==> config.mk <==
export PLATFORM = sky130hd
export DESIGN_NAME = uart_byte_rx
export DESIGN_NICKNAME = d
export VERILOG_FILES = /design/src/rtl/uart_byte_rx_pkg.sv /design/src/rtl/uart_rx_sync.sv /design/src/rtl/uart_byte_rx.sv
export SDC_FILE = /design/constraint.sdc
export NUM_CORES = 1
export LEC_CHECK = 0
export CAP_MARGIN = 25
export CORE_ASPECT_RATIO = 0.7
export CORE_UTILIZATION = 50
export DETAILED_ROUTE_END_ITERATION = 6
export GPL_ROUTABILITY_DRIVEN = 0
export PLACE_DENSITY = 0.7
export RECOVER_POWER = 50
export SYNTH_ARGS = -nofsm -noshare
export SYNTH_HDL_FRONTEND = slang
export SYNTH_SLANG_ARGS = --single-unit
==> constraint.sdc <==
create_clock -name i_sysclk -period 3.79 [get_ports i_sysclk]
set_input_delay 0.758 -clock i_sysclk [delete_from_list [all_inputs] [get_ports i_sysclk]]
set_output_delay 0.758 -clock i_sysclk [all_outputs]
set_load 0.005 [all_outputs]
==> src/rtl/uart_byte_rx_pkg.sv <==
// uart_byte_rx_pkg: state encoding, frame constants and default line/clock rates for the UART receiver.
package uart_byte_rx_pkg;

    typedef enum logic [1:0] {
        IDLE  = 2'd0,
        START = 2'd1,
        DATA  = 2'd2,
        STOP  = 2'd3
    } state_t;

    localparam int DATA_BITS       = 8;
    localparam int DEF_BAUD        = 9600;
    localparam int DEF_CLOCK_FREQ  = 50_000_000;
    localparam int BAUD_CNT_W      = 30;

endpackage

==> src/rtl/uart_rx_sync.sv <==
// uart_rx_sync: brings the asynchronous RX pin into i_sysclk and flags synchronised falling edges.
module uart_rx_sync (
    input  logic i_sysclk,
    input  logic i_rst_n,
    input  logic i_uart_rx,
    output logic rx_s,
    output logic fall
);

    logic meta;
    logic prev;

    // All flops reset high so a released reset looks like an idle line.
    always_ff @(posedge i_sysclk or negedge i_rst_n) begin
        if (!i_rst_n) begin
            meta <= 1'b1;
            rx_s <= 1'b1;
            prev <= 1'b1;
        end else begin
            meta <= i_uart_rx;
            rx_s <= meta;
            prev <= rx_s;
        end
    end

    assign fall = prev & ~rx_s;

endmodule

==> src/rtl/uart_byte_rx.sv <==
// uart_byte_rx: 8N1 LSB-first UART receiver with mid-bit sampling; strobes each good byte or a framing error.
module uart_byte_rx
    import uart_byte_rx_pkg::*;
#(
    parameter int BAUD       = DEF_BAUD,
    parameter int CLOCK_FREQ = DEF_CLOCK_FREQ
) (
    input  logic                 i_sysclk,
    input  logic                 i_rst_n,
    input  logic                 i_uart_rx,
    output logic [DATA_BITS-1:0] o_data,
    output logic                 o_rx_done,
    output logic                 o_frame_err
);

    localparam int BAUD_COUNTER_MAX = CLOCK_FREQ / BAUD - 1;
    localparam int SAMPLE_POINT     = BAUD_COUNTER_MAX / 2;
    localparam logic [BAUD_CNT_W-1:0] CNT_MAX = BAUD_CNT_W'(BAUD_COUNTER_MAX);
    localparam logic [BAUD_CNT_W-1:0] CNT_MID = BAUD_CNT_W'(SAMPLE_POINT);
    localparam logic [2:0]            LAST_BIT = 3'(DATA_BITS - 1);

    logic                  rx_s;
    logic                  fall;
    state_t                state;
    logic [BAUD_CNT_W-1:0] baud_cnt;
    logic [2:0]            bit_cnt;
    logic [DATA_BITS-1:0]  shift_reg;
    logic                  at_mid;
    logic                  at_end;

    uart_rx_sync u_sync (
        .i_sysclk  (i_sysclk),
        .i_rst_n   (i_rst_n),
        .i_uart_rx (i_uart_rx),
        .rx_s      (rx_s),
        .fall      (fall)
    );

    assign at_mid = baud_cnt == CNT_MID;
    assign at_end = baud_cnt == CNT_MAX;

    always_ff @(posedge i_sysclk or negedge i_rst_n) begin
        if (!i_rst_n) begin
            state       <= IDLE;
            baud_cnt    <= '0;
            bit_cnt     <= '0;
            shift_reg   <= '0;
            o_data      <= '0;
            o_rx_done   <= 1'b0;
            o_frame_err <= 1'b0;
        end else begin
            o_rx_done   <= 1'b0;
            o_frame_err <= 1'b0;
            baud_cnt    <= (state == IDLE || at_end) ? '0 : baud_cnt + 1'b1;
            case (state)
                IDLE: if (fall) state <= START;
                START: begin
                    if (at_mid && rx_s) begin
                        state    <= IDLE;
                        baud_cnt <= '0;
                    end else if (at_end) begin
                        state   <= DATA;
                        bit_cnt <= '0;
                    end
                end
                DATA: begin
                    if (at_mid) shift_reg[bit_cnt] <= rx_s;
                    if (at_end) begin
                        if (bit_cnt == LAST_BIT) state <= STOP;
                        else bit_cnt <= bit_cnt + 1'b1;
                    end
                end
                STOP: begin
                    // Leave at mid-stop so a start bit right after the stop bit is still seen.
                    if (at_mid) begin
                        state       <= IDLE;
                        baud_cnt    <= '0;
                        o_rx_done   <= rx_s;
                        o_frame_err <= ~rx_s;
                        if (rx_s) o_data <= shift_reg;
                    end
                end
                default: state <= IDLE;
            endcase
        end
    end

endmodule
==> results of run 1 <==
## worst register-to-register path, stage by stage, from the launching register on
cell,delay [ns]
dfrtp_1,0.55
nor4_1,0.41
nand4_1,0.25
nor3_2,0.27
nand2b_1,0.36
mux2_4,0.41
## area by class of cell
type	count	area, µm²	area share
Sequential cell	56	1410	0.451
Multi-Input combinational cell	194	1350	0.433
Timing Repair Buffer	16	144	0.0462
Tap cell	72	90.1	0.0289
Clock buffer	6	72.6	0.0233
Inverter	10	37.5	0.0121
Clock inverter	2	16.3	0.00523
## layer usage
| layer | global-route usage | vias to the layer above | routed length, µm |
|---|---|---|---|
| met1 | 0.317 | 916 | 2950 |
| met2 | 0.249 | 28 | 1970 |
| li1 | - | 963 | - |
| met4 | 0.0508 | 0 | 45 |
| met5 | 0 | - | 0 |
| met3 | 0.0417 | 6 | 144 |
## logic make-up (layout without fill, tap and decap cells)
logic type	after synthesis	count (layout)	synth area share
XOR/XNOR	28	28	0.0861
flip-flops	56	56	0.493
adder cells (fa/ha/maj)	3	3	0.0132
multiplexers	19	19	0.0848
buffers and inverters	20	34	0.0338
AO/OA/AOI/OAI	11	11	0.0281
AND/OR/NAND/NOR	133	133	0.261
## worst max-delay path by stage
stage,to,slack [ns],depth (start not counted)
floorplan,o_data[0]$_DFFE_PN0P_,1.91,7
global placement,o_data[0]$_DFFE_PN0P_,1.47,5
detailed placement,o_data[6]$_DFFE_PN0P_,1.45,5
CTS,o_data[6]$_DFFE_PN0P_,1.44,5
global route,o_data[6]$_DFFE_PN0P_,1.28,5
finish,o_data[6]$_DFFE_PN0P_,1.45,5
## stage by stage
| step | utilization | setup WS, ns | area, µm² | hold WS, ns |
|---|---|---|---|---|
| after global routing | 0.580 | 1.28 | 3110 | 0.374 |
| after global placement | 0.564 | 1.47 | 3030 | 0.346 |
| after CTS | 0.580 | 1.44 | 3110 | 0.366 |
| after detailed placement | 0.564 | 1.45 | 3030 | 0.352 |
| after floorplan | - | 1.91 | 2850 | 0.345 |
| final | 0.580 | 1.45 | 3110 | 0.369 |
## power by group
part | internal (µW) | switching (µW) | total (µW) | leakage, µW
Sequential | 636 | 58.2 | 695 | 0.000753
Combinational | 64.5 | 77.4 | 142 | 0.000653
Clock | 132 | 187 | 319 | 0.0000414
Total | 833 | 322 | 1160 | 0.00145
## placed cells by master, fill, tap and decap left out, drive strengths merged, types with 2 or more instances in the layout
master,count
clkbuf,7
buf,4
ha,3
nor3b,2
dlygate4sd3,2
inv,10
xnor2,8
mux2i,2
a21oi,3
nand4,17
nor2b,4
xor2,20
nor4,8
nand3,19
a21o,2
dfstp,3
clkdlybuf4s50,9
dfrtp,53
or4,2
and3,3
nor3,5
nor2,43
nand2b,3
o21ai,2
mux2,17
nand2,20
## synthesized netlist by cell type, types with 3 or more instances
| library cell | n | area share |
|---|---|---|
| xnor2_1 | 8 | 0.025 |
| dfstp_2 | 3 | 0.028 |
| dfrtp_1 | 53 | 0.47 |
| xor2_1 | 20 | 0.061 |
| nor4_1 | 4 | 0.0088 |
| nor2_1 | 43 | 0.057 |
| buf_4 | 3 | 0.0079 |
| mux2_1 | 3 | 0.012 |
| and3_1 | 3 | 0.0066 |
| nand2_1 | 20 | 0.026 |
| nand4_1 | 17 | 0.037 |
| nor2b_1 | 4 | 0.0088 |
| ha_1 | 3 | 0.013 |
| a21oi_1 | 3 | 0.0053 |
| nand3_1 | 19 | 0.033 |
| mux2_2 | 6 | 0.024 |
| mux2_4 | 8 | 0.042 |
| nand2b_1 | 3 | 0.0066 |
| nor3_1 | 3 | 0.0053 |
| inv_1 | 10 | 0.013 |
| clkbuf_1 | 4 | 0.0053 |
==> results.md, run 1 <==
- For the worst-skew pair, the clock arrives at the later sink with an insertion delay of 0.30 ns.
- The core region is 0.00537 mm².
- The signal on the critical path passes through nor4_1 -> nand4_1 -> nor3_2 -> nand2b_1 -> mux2_4.
- The top cell family by delay on the critical path is simple AND/OR/NAND/NOR gates.
- The final critical-path required period is about 2.3 ns.
- The max-capacitance violation count is 0.
- After clock tree synthesis, the clock-pin slew on the worst setup and hold paths is approximately 0.10 ns.
- After detailed routing, the number of remaining DRC violations is 0.
- The maximum VDD drop is 0.175 mV.
- The total nets after synthesis is between 200 and 300.
- Based on the critical path, the design can be clocked at up to 427 MHz.
- The worst pin sits at a relative slew slack of 0.181.
- In this run the most critical hold path is launched from u_sync.meta$_DFF_PN1_.
- Counting flops with a built-in enable in the synthesized netlist gives 0.
- The kind of start point of the critical path is a flip-flop.
- Port buffering added 12 buffers.
- The launch point of the critical path is baud_cnt[17]$_DFF_PN0_.
- The layout filler cell count is 455.
- Counting along the longest clock path gives a buffer depth of 2.
- From left edge to right edge, the die measures 92.2 µm.
- After synthesis the netlist holds a flip-flop and latch count of 56.
- The worst hold path depth is 0.
- The worst register-to-register path begins at baud_cnt[17]$_DFF_PN0_.
- Overall power consumption after layout is estimated at ~1200 µW.
- The root cell of the clock tree is clkbuf_8.
- After legalization and detailed placement, the total HPWL measured between 3000 and 4000 µm.
- The clock sink count is 56.
- The type of the tightest min-delay check is reg2reg.
- In the synthesized netlist, the number of instances is 270.
- The global-route usage over all layers is 0.193.
- On the worst path, the slowest cell contributes a delay of approximately 0.55 ns.
- The power per unit of standard cell area is approximately 370 mW/mm².
- The overall routed net length is roughly 5100 µm.
- The via count of the routed design is 1913.
- The detailed-route vias per instance is between 5 and 6.
- The total die area is 0.00601 mm².
- The data required time of the critical path is between 3 and 4 ns.
- The portion of the post-synthesis area used by sequential elements is 0.493.
- Of the available clock period, the critical path in the final layout requires 0.618.
- The number of setup buffers added after CTS is 0.
- The via count of the first global-routing pass is between 1500 and 2000.
- The flip-flop count of the largest register, all copies and words added is 30.
- The most used flip-flop cell after synthesis is dfrtp_1.
- The effective utilization at floorplan is 0.531.
- The worst hold path terminates at u_sync.rx_s$_DFF_PN1_.
- After synthesis, the netlist uses 44 different library cells.
- Counting both buffers and inverters, the worst setup path holds a total of 0.
- In this run, the number of DRC markers left after iteration 0 of detailed routing was 94.
- The total instance count after detailed placement is around 350.
- The mapped cell area is 0.00285 mm².
- Setup repair after global routing left no endpoint under its margin.
- The count of cells in the finished layout, fillers not included, comes to 356.
- The number of antenna diodes in the final layout is 0.
- The classification of the worst setup path is reg2reg.
- The run finished with clean final reports.
- The area growth from synthesis to layout is 9.27%.
- The first global-routing pass estimated 8880 µm of wire.
- In this run the count of I/O pins placed on the die edge is 13.
- Among all stages on the critical path, the largest delay is contributed by dfrtp_1.
- The max-slew violation count is 0.
- Setup violations remaining at the end of the flow were counted as 0.
- The worst setup path is captured at a flip-flop.
- Entering global routing, the biggest net connects 34 pins.
- The synthesized area divided by synthesized cell count is ~11 µm².
- For this run, the detailed router's first-pass iteration total came to 4.
- Once detail routing completed, the nets flagged for antenna violations numbered 0.
- The number of CTS-inserted buffers is 5.
- The worst register-to-register path has a depth of 5.
- The data arrival time of the critical path is 2.54 ns.
- The final number of hold-violating endpoints is 0.
- After clock tree synthesis, the repair step resized 0 gates.
- The count of standard-cell rows is 22.
- The peak fanout along the critical path is 14.
- The number of warnings printed during yosys synthesis is 0.
- Of the cells placed in the final design, the portion with a size suffix greater than 1 is 0.130.
- The height of the die is 65.2 µm.
- In the final routed layout, each cell accounts on average for 14.3 µm.
- The number of nets in the final layout is ~290.
- The sum of negative setup slack is 0 ns.
- TritonCTS built the clock tree.
- The leakage power of the design is 0.00145 µW.
- The number of antenna violations at the first check in global routing was 0.
- Counting flops with an async set or reset pin after synthesis yields a share of 1.00.
- For this run the aggregate overflow at the end of global routing stands at 0.
- The setup check on the worst reg-to-reg path leaves a slack of around 1.4 ns.
- Clock skew on the completed layout was measured at 0.00598 ns.
- The slew at the pin with the worst max-slew slack is 1.23 ns.
- The worst flop-to-flop path endpoint is o_data[6]$_DFFE_PN0P_.
- Hold repair after CTS inserted 0 buffers.
- The H-tree generated during clock tree synthesis spans 2 levels.
Note: power is estimated with default switching activity, not from simulation.
==> inputs of run 2 (changes only) <==
- clock period: 3.79 -> 2.44 ns (I/O delays scaled with it)
==> run 2 against run 1 <==
  * Final cell count rose by 1.1%
  * Via count up 2.3%
  * Clock skew shrank 0.00059 ns
  * Power increased by 57%
  * Non-clock buffer count rose by 4
  * Critical path type unchanged
  * Die area did not move
  * Sequential power up 54%
  * Clock-buffer cell count decreased by 1
  * Wire length up 4.4%
  * Core utilization up 0.51 points
  * First-iteration DRC count grew 23%
==> results.md, run 2 (synthesized netlist as in run 1, its figures left out) <==
- The hold path startpoint is u_sync.meta$_DFF_PN1_.
- In this run the critical register-to-register path is launched from baud_cnt[0]$_DFF_PN0_.
- 0 antenna diodes ended up in the layout.
- The clock sink count is 56.
- The detailed-route vias per instance is 5.44.
- The final number of hold-violating endpoints was 0.
- The max-slew violation count was 0.
- The number of buffer cells added on primary ports is 12.
- For the pin with the worst max-slew slack, the measured transition is 1.33 ns.
- The analysis attributes to cell leakage a power of 0.00148 µW.
- In this run, CTS created clock tree buffers numbering 5.
- IR analysis of the VDD net gives a maximum drop of 0.293 mV.
- For this block, the via count after detailed routing is 1957.
- The clock reaches the later pin of the worst-skew pair after 0.31 ns.
- The most common cell after layout, fill and taps aside is dfrtp_1.
- The maximum number of pins on one net before global-route repair is 57.
- Traced cell by cell, the critical path runs through ha_1 -> nor4b_4 -> nand4_1 -> nor3_2 -> nand2b_1 -> buf_4 -> mux2_4.
- The die covers approximately 0.006 mm².
- The largest single stage delay on the critical path is about 0.4 ns.
- The remaining design rule violation count is 0.
- The number of top-level pins is 13.
- Once detailed placement completed, the half-perimeter wirelength came to between 3000 and 4000 µm.
- The clock-pin slew of the registers on the worst-case setup and hold paths is 0.10 ns.
- The share of cells above drive strength 1 is 0.149.
- Timing would allow up to 474 MHz.
- The combined area of the multi-input logic cells is 0.00135 mm².
- Across the run, the number of max-cap violations was 0.
- The placeable core area is 0.00537 mm².
- The via count of the first global-routing pass is 1791.
- The number of buffer and inverter instances along the worst setup path is 1.
- On the final layout, the worst clock skew is 0.00539 ns.
- The overall routed net length is 5330 µm.
- The CTS H-tree depth is 2.
- The register area is roughly 0.0014 mm².
- For this block, the initial DRC count from the detailed router was 116.
- STA puts the critical path data required time at approximately 2.6 ns.
- The number of nets in the final layout is 293.
- Setup repair after global routing left no endpoint under its margin.
- The antenna violation net count after detailed routing is 0.
- The final critical-path required period is between 2 and 2.5 ns.
- Before antenna repair, the detailed router went through 4 iterations.
- The min-delay analysis places its worst path in the category reg2reg.
- The endpoint kind of the worst setup timing path is a flip-flop.
- The count of instances resized after the clock tree is built is 0.
- Among cell families on the critical path, the largest total delay comes from simple AND/OR/NAND/NOR gates.
- The clock tree from TritonCTS is built.
- Dividing the detail-routed wire length by the instance count gives 14.8 µm.
- The worst slew margin relative to its limit is 0.113.
- The data arrival time of the critical path is 2.31 ns.
- The sum of overflow across all layers after global routing is 0.
- The flip-flop count of the largest register, all copies and words added is 30.
- The kind of start point of the critical path is a flip-flop.
- The peak fanout along the critical path is 8.
- The sum of negative setup slack is 0 ns.
- Across every metal layer, demand over resource in global routing totals 0.195.
- The cell with the largest stage delay on the worst path is dfrtp_1.
- OpenSTA, run right after detailed placement, puts the worst setup slack at 0.362 ns.
- Counting the fill cells in the layout gives 458.
- In the layout the commonest cells are dfrtp_1, nor2_1, nand2_1, xor2_1, nand3_1.
- The post-route fraction of the period consumed by the critical path is 0.864.
- The initial utilization of the core area, before any placement, comes to 0.531.
- The area growth from synthesis to layout is 10.2%.
- The launch point of the critical path is baud_cnt[0]$_DFF_PN0_.
- The horizontal die dimension is between 90 and 100 µm.
- For this design the ratio of total power to cell area is 576 mW/mm².
- The number of antenna violations at the first check in global routing is 0.
- The number of buffers between clock root and the deepest sink is 2.
- The height of the die is 65.2 µm.
- CTS placed an instance of clkbuf_8 at the clock tree root.
- The final number of setup-violating endpoints is 0.
- The number of setup buffers added after CTS is 0.
- The run finished with clean final reports.
- The floorplan has 22 rows.
- By startpoint and endpoint, the worst setup path is classified as reg2reg.
- The quantity of hold-fixing buffers added after cts is 0.
- The first-pass GRT wire length is 9080 µm.
- After layout, the worst setup slack is 0.332 ns.
-- run 2: cell types whose count changed in the layout (fill, tap and decap cells not counted), sizes merged --
cell / before / now
clkinv: 1 / 2
clkdlybuf4s50: 9 / 8
inv: 10 / 11
buf: 4 / 7
dlygate4sd3: 2 / 3
clkinvlp: 1 / 0
-- run 2: through the flow --
stage	instance area, µm²	hold slack, ns	total power, µW	utilization	cells
after floorplan	2850	0.192	1260	-	270
after global placement	3060	0.346	1310	0.569	352
after detailed placement	3060	0.349	1320	0.569	352
after CTS	3150	0.326	1830	0.586	360
after global routing	3140	0.369	1900	0.585	360
final	3140	0.364	1810	0.585	360
-- run 2: cell type report --
type | count | share of cell area
multi-input cells | 194 | 0.429
inverters | 10 | 0.0120
flip-flops and latches | 56 | 0.447
clock buffers | 5 | 0.0219
well taps | 72 | 0.0287
repair buffers | 20 | 0.0538
clock inverters | 3 | 0.00717
-- run 2: path summary, 6_finish.rpt --
| kind | slack (ns) | end | cells after the start |
|---|---|---|---|
| worst max-delay path | 0.33 | o_data[7]$_DFFE_PN0P_ | 7 |
| worst min-delay path | 0.36 | u_sync.rx_s$_DFF_PN1_ | 0 |
| worst max register to register | 0.33 | o_data[7]$_DFFE_PN0P_ | 7 |
| worst min register to register | 0.36 | u_sync.rx_s$_DFF_PN1_ | 0 |
| max in group asynchronous | 1.09 | baud_cnt[10]$_DFF_PN0_ | 2 |
| min in group asynchronous | 0.54 | baud_cnt[4]$_DFF_PN0_ | 2 |
-- run 2: worst register-to-register path, cell delays in order, from the launching register on --
cell,delay [ns]
dfrtp_1,0.40
ha_1,0.25
nor4b_4,0.27
nand4_1,0.22
nor3_2,0.29
nand2b_1,0.08
buf_4,0.20
mux2_4,0.31
-- run 2: where the power goes --
group	total, µW	leakage (µW)	internal [µW]	switching [µW]
clock network	512	0.0000485	206	305
registers	1070	0.000754	989	85.0
logic	222	0.000673	101	122
total	1810	0.00148	1300	512
-- run 2: routing by layer --
layer	part of all wire	vias up	track usage	routed length, µm
met2	0.40	37	0.260	2110
li1	-	967	-	-
met4	0.0068	0	0.0332	36
met3	0.045	6	0.0428	239
met1	0.55	947	0.321	2940
met5	0	-	0	0
==> inputs of run 3 (changes only) <==
- GPL_TIMING_DRIVEN: default -> 1
==> results of run 3 <==
Same layout as run 2: the final DEF is identical, and so are final timing and power.
